===== src/rtl/dmem_mmio.sv =====
// rtl/dmem_mmio.sv - data RAM plus MMIO page (timer, LED, status); timer built only with DMEM_TIMER_EN
module dmem_mmio #(
    parameter int          DEPTH_WORDS = 64,
    parameter logic [15:0] IO_PAGE     = 16'hFFFF
) (
    input  logic        clk,
    input  logic        reset,
    input  logic        we,
    input  logic [31:0] adr,
    input  logic [31:0] wd,
    output logic [31:0] rd,
    output logic [7:0]  led,
    output logic        irq,
    output logic        buserr
);
    localparam int          AW        = $clog2(DEPTH_WORDS);
    localparam logic [31:0] RAM_BYTES = 32'(DEPTH_WORDS * 4);
`ifdef DMEM_TIMER_EN
    localparam bit TIMER = 1'b1;
`else
    localparam bit TIMER = 1'b0;
`endif

    logic [31:0]   mem [DEPTH_WORDS];
    logic [AW-1:0] idx;
    logic          misaligned;
    logic          is_ram;
    logic          io_hit;
    logic          bad;
    logic          sel_cnt;
    logic          sel_cmp;
    logic          sel_ctrl;
    logic          sel_status;
    logic          sel_led;

    logic [31:0]   cnt_q;
    logic [31:0]   cmp_q;
    logic [2:0]    ctrl_q;
    logic          match_now;
    logic          match_q;
    logic          err_q;
    logic [7:0]    led_q;

    assign idx = adr[AW+1:2];

    // Address decode in priority order: alignment, RAM window, I/O page registers, else unmapped.
    always_comb begin
        misaligned = (adr[1:0] != 2'b00);
        is_ram     = !misaligned && (adr < RAM_BYTES);
        io_hit     = !misaligned && !is_ram && (adr[31:16] == IO_PAGE);
        sel_cnt    = TIMER && io_hit && (adr[15:0] == 16'h0000);
        sel_cmp    = TIMER && io_hit && (adr[15:0] == 16'h0004);
        sel_ctrl   = TIMER && io_hit && (adr[15:0] == 16'h0008);
        sel_status = io_hit && (adr[15:0] == 16'h000C);
        sel_led    = io_hit && (adr[15:0] == 16'h0010);
        bad        = !is_ram && !(sel_cnt || sel_cmp || sel_ctrl || sel_status || sel_led);
    end

    // Combinational load mux; unmapped and misaligned reads return zero.
    always_comb begin
        rd = '0;
        if (is_ram) begin
            rd = mem[idx];
        end else if (sel_cnt) begin
            rd = cnt_q;
        end else if (sel_cmp) begin
            rd = cmp_q;
        end else if (sel_ctrl) begin
            rd = {29'd0, ctrl_q};
        end else if (sel_status) begin
            rd = {30'd0, err_q, match_q};
        end else if (sel_led) begin
            rd = {24'd0, led_q};
        end
    end

    // RAM word store; contents survive reset but a store coinciding with reset is dropped.
    always_ff @(posedge clk) begin
        if (!reset && we && is_ram) begin
            mem[idx] <= wd;
        end
    end

`ifdef DMEM_TIMER_EN
    logic [31:0] cnt_next;

    // Next count: match is judged on the pre-store value, then a CNT store overrides it.
    always_comb begin
        match_now = ctrl_q[0] && (cnt_q == cmp_q);
        cnt_next  = cnt_q;
        if (ctrl_q[0]) begin
            cnt_next = (match_now && ctrl_q[1]) ? 32'd0 : cnt_q + 32'd1;
        end
        if (we && sel_cnt) begin
            cnt_next = wd;
        end
    end

    // Timer registers.
    always_ff @(posedge clk) begin
        if (reset) begin
            cnt_q  <= 32'd0;
            cmp_q  <= 32'hFFFF_FFFF;
            ctrl_q <= 3'd0;
        end else begin
            cnt_q <= cnt_next;
            if (we && sel_cmp) begin
                cmp_q <= wd;
            end
            if (we && sel_ctrl) begin
                ctrl_q <= wd[2:0];
            end
        end
    end

    assign irq = match_q & ctrl_q[2];
`else
    assign match_now = 1'b0;
    assign cnt_q     = 32'd0;
    assign cmp_q     = 32'hFFFF_FFFF;
    assign ctrl_q    = 3'd0;
    assign irq       = 1'b0;
`endif

    // Status and LED: sticky bits clear on write-1 but a same-cycle event keeps them set.
    always_ff @(posedge clk) begin
        if (reset) begin
            match_q <= 1'b0;
            err_q   <= 1'b0;
            led_q   <= 8'd0;
        end else begin
            match_q <= (match_q & ~(we & sel_status & wd[0])) | match_now;
            err_q   <= (err_q & ~(we & sel_status & wd[1])) | bad;
            if (we && sel_led) begin
                led_q <= wd[7:0];
            end
        end
    end

    assign led    = led_q;
    assign buserr = err_q;

endmodule


===== config.mk =====
export PLATFORM = sky130hd
export DESIGN_NAME = dmem_mmio
export DESIGN_NICKNAME = d
export VERILOG_FILES = /design/src/rtl/dmem_mmio.sv
export SDC_FILE = /design/constraint.sdc
export NUM_CORES = 2
export LEC_CHECK = 0
export CORE_MARGIN = 2
export CORE_UTILIZATION = 50
export CTS_CLUSTER_DIAMETER = 200
export CTS_CLUSTER_SIZE = 25
export DETAILED_ROUTE_END_ITERATION = 12
export MAX_ROUTING_LAYER = met4
export PLACE_DENSITY = 0.78
export SETUP_SLACK_MARGIN = 0.4
export SYNTH_ARGS = -nofsm -noshare
export SYNTH_HDL_FRONTEND = slang
export SYNTH_SLANG_ARGS = --single-unit

===== constraint.sdc =====
create_clock -name clk -period 4.5 [get_ports clk]
set_input_delay 0.9 -clock clk [delete_from_list [all_inputs] [get_ports clk]]
set_output_delay 0.9 -clock clk [all_outputs]
set_load 0.05 [all_outputs]

==> metrics.md <==
| Metric | Value |
|---|---|
| Gr usage total | `roughly a third` |
| Worst hold path type | `reg -> reg` |
| Die height | `approximately 400 µm` |
| Max Freq | `about 240 MHz` |
| Largest cells by area after synthesis | `edfxtp_1 (78%), mux4_2 (3.5%), mux2i_1 (3.3%)` |
| Vias post-DR | `about 50000` |
| Worst-Margin Slew | `between 1 and 1.5 ns` |
| Status | `complete, no violations` |
| Worst VDD drop | `between 0.3 and 0.4 mV` |
| Buffers on Ports | `between 100 and 150` |
| Syn_area_per_cell | `about 18 µm²` |
| Setup total negative slack | `0 ns` |
| Overall Power | `approximately 33 mW` |
| Yosys top cell by area | `edfxtp_1` |
| PnR worst setup slack | `approximately 0.25 ns` |
| Warnings from Yosys | `0` |
| Final wirelength | `roughly 270000 µm` |
| Initial antenna violation count | `16` |
| CP max stage cell | `a222oi_1` |
| FF-to-FF path depth | `2` |
| Critical Path Source Type | `primary input` |
| Netlist cell types | `between 60 and 70` |
| Synth Net Count | `around 4400` |
| Non-filler instance count after layout | `slightly below 7000` |
| Final Hold Fails | `0` |
| GR Layer Usage met3 | `under 10%` |
| Vias in the first global route | `between 40000 and 50000` |
| Post-Syn Instances | `4306` |
| Slew HR | `between 8 and 9%` |
| Hold slack | `0.483 ns` |
| Synth-to-Final Area Change | `17.2%` |
| RePlAce Congestion | `between 0.9 and 1` |
| Global-route wire length before repair | `between 300000 and 400000 µm` |
| Met2 Usage GRT | `between 40% and 50%` |
| Max Cap Violations | `0` |
| DRC Markers | `0` |
| FF-to-FF End | `buserr$_SDFF_PP0_` |
| Clock Skew | `0 ns` |
| Post-synthesis compound-gate area fraction | `between 8 and 9%` |
| Clock tree sinks | `2058` |
| Period utilization | `between 90% and 100%` |
| Seq cells post-synth | `around 2100` |
| Die area | `about 160000 µm²` |
| DR pass1 iterations | `6` |
| Share of cells above drive strength 1 | `between 20 and 30%` |
| H-tree levels | `3` |
| Top-count cell post-synth | `edfxtp_1` |
| Slew Viols, Final | `0` |
| Root Buffer | `clkbuf_16` |
| Reg2Reg Launch Point | `buserr$_SDFF_PP0_` |
| Unrepaired setup endpoints after global routing | `yes` |
| Via density | `about 7.2` |
| Final setup fails | `0` |
| Share of the synthesized area in the top cell type | `77.6%` |
| Period minus WS final | `4.25 ns` |
| Clock transition at path regs | `roughly 0.09 ns` |
| Crit-path max cell delay | `~0.69 ns` |
| Post-synthesis simple-gate area fraction | `~2.5%` |
| WP data required | `roughly 3.6 ns` |
| Worst Hold End | `match_q$_SDFF_PP0_` |
| CTS tree | `built` |
| Num CTS Buffers | `92` |
| Worst skew pair latency | `0.75 ns` |
| Post-DP HPWL | `around 160000 µm` |
| Pwr Density | `about 360 nW/µm²` |
| Number of synthesized flops with an enable pin | `roughly 2000` |
| Initial Util | `between 50% and 60%` |
| Crit. End Element | `output port` |
| # fillers | `11000` |
| Ys async rst share | `0%` |
| Synth Area in XOR/XNOR | `0%` |
| CP max FO | `5` |
| 1st-iter DRT viols | `9966` |
| Synth Area in Adders | `0%` |
| Row Count | `roughly 150` |
| Io pins | `109` |
| Place WS | `-0.238 ns` |
| Hold wc startpoint | `match_q$_SDFF_PP0_` |
| Largest family of logic cells by synthesized area | `multiplexers` |
| Remaining Overflow, GRT | `0` |
| Pin count of the biggest net entering global routing | `83` |
| Commonest cells post-synth | `edfxtp_1 (2048), o22ai_1 (284), mux2i_1 (263)` |
| Placed insts | `approximately 6700` |
| Sequential area share after synthesis | `between 70% and 80%` |
| Reg2Reg Setup Slack | `around 3.5 ns` |
| Multiplexer share of the synthesized area | `between 8 and 9%` |
| Crit-path cells | `buf_16 -> buf_8 -> and2b_2 -> buf_12 -> buf_6 -> a222oi_1 -> o21ai_1 -> a21oi_1 -> o2111a_2 -> buf_12` |
| Largest buffer count on any clock path | `3` |
| Ys flop type | `edfxtp_1` |
| Final #Nets | `just under 5000` |
| Critical path class | `in -> out` |
| Leak | `between 20 and 30 nW` |
| DIE WIDTH | `about 400 µm` |
| Global route hottest layer | `met2` |
| Average routed wire per standard cell | `38.4 µm` |
| Synthesized cell area | `between 70000 and 80000 µm²` |
| Routed Antenna Nets | `0` |
| GR Util met1 | `about two fifths` |
| Core Box Area | `158000 µm²` |
| Crit path DAT | `3.35 ns` |
| Most used cell, CP | `buf_12` |
| Hold Path Cell Cnt | `2` |
[how the worst max path moves through the flow]
stage	from	endpoint	slack, ns	depth (start not counted)
2_1_floorplan	adr[4]	rd[19]	0.41	8
3_3_place_gp	adr[2]	rd[19]	-0.22	12
3_5_place_dp	adr[2]	rd[19]	-0.24	12
4_1_cts	adr[4]	rd[0]	0.34	9
5_1_grt	adr[24]	rd[18]	0.26	12
6_report	adr[4]	rd[29]	0.25	10
[cells in the final DEF, fill, tap and decap left out, drive strengths merged, types with 33 or more instances in the layout]
cell type,netlist,layout
nor4,33,33
mux2i,263,263
a221oi,47,47
edfxtp,2048,2048
o221ai,126,126
o22ai,284,284
nor2,183,183
mux2,147,147
o21ai,78,78
mux4,122,122
a22oi,47,47
nand2,129,129
clkbuf,106,127
buf,191,678
a221o,72,72
a21oi,136,136
[metrics by stage]
step | util (%) | area [µm²]
after floorplan | - | 79400
after global placement | 55.0 | 86900
after detailed placement | 55.0 | 86900
after CTS | 57.8 | 91300
after global routing | 58.8 | 92800
final | 58.8 | 92800
[cell families after synthesis]
kind of cell,Yosys count
AND/OR/NAND/NOR,447
multiplexers,532
other,1
AO/OA/AOI/OAI,954
buffers and inverters,314
flip-flops,2058
[per-layer routing]
metal,vias to the layer above,share of wire (%)
met3,1262,17
met4,0,7.8
li1,18800,-
met2,5268,43
met5,-,0
met1,24700,31
[flip-flops by register name, indices dropped and copies added, names as in the netlist]
name	cells
match_q	1
mem	2048
buserr	1
led	8
[worst max-delay path, delay by kind of cell]
| kind | cells | cell delay (ns) |
|---|---|---|
| AO/OA/AOI/OAI | 4 | 1.49 |
| buffers and inverters | 5 | 0.72 |
| AND/OR/NAND/NOR | 1 | 0.22 |
[repair_timing]
action,in CTS,in global routing
gates resized for setup,238,193
pin swaps,42,79
endpoints found under the setup margin,32,32
cloned,18,11
buffers inserted,59,60
hold buffers,0,0
[layout make-up]
type                    instances  area (µm²)  share of cell area (%)
flip-flops and latches       2058       61700                    66.5
inverters                      17        92.6                  0.0997
repair buffers                738        8480                    9.14
diodes                         15        37.5                  0.0404
multi-input cells            1934       17500                    18.9
clock buffers                 103        2360                    2.55
clock inverters                 3        37.5                  0.0404
well taps                    2072        2590                    2.79
[power by group]
part / total [mW] / internal (mW) / switching (mW) / leakage (nW)
logic: 2.65 / 0.985 / 1.67 / 10.2
clock network: 9.39 / 3.75 / 5.63 / 1.18
registers: 21.0 / 21.0 / 0.000706 / 18.5
(Power assumes the default switching activity.)
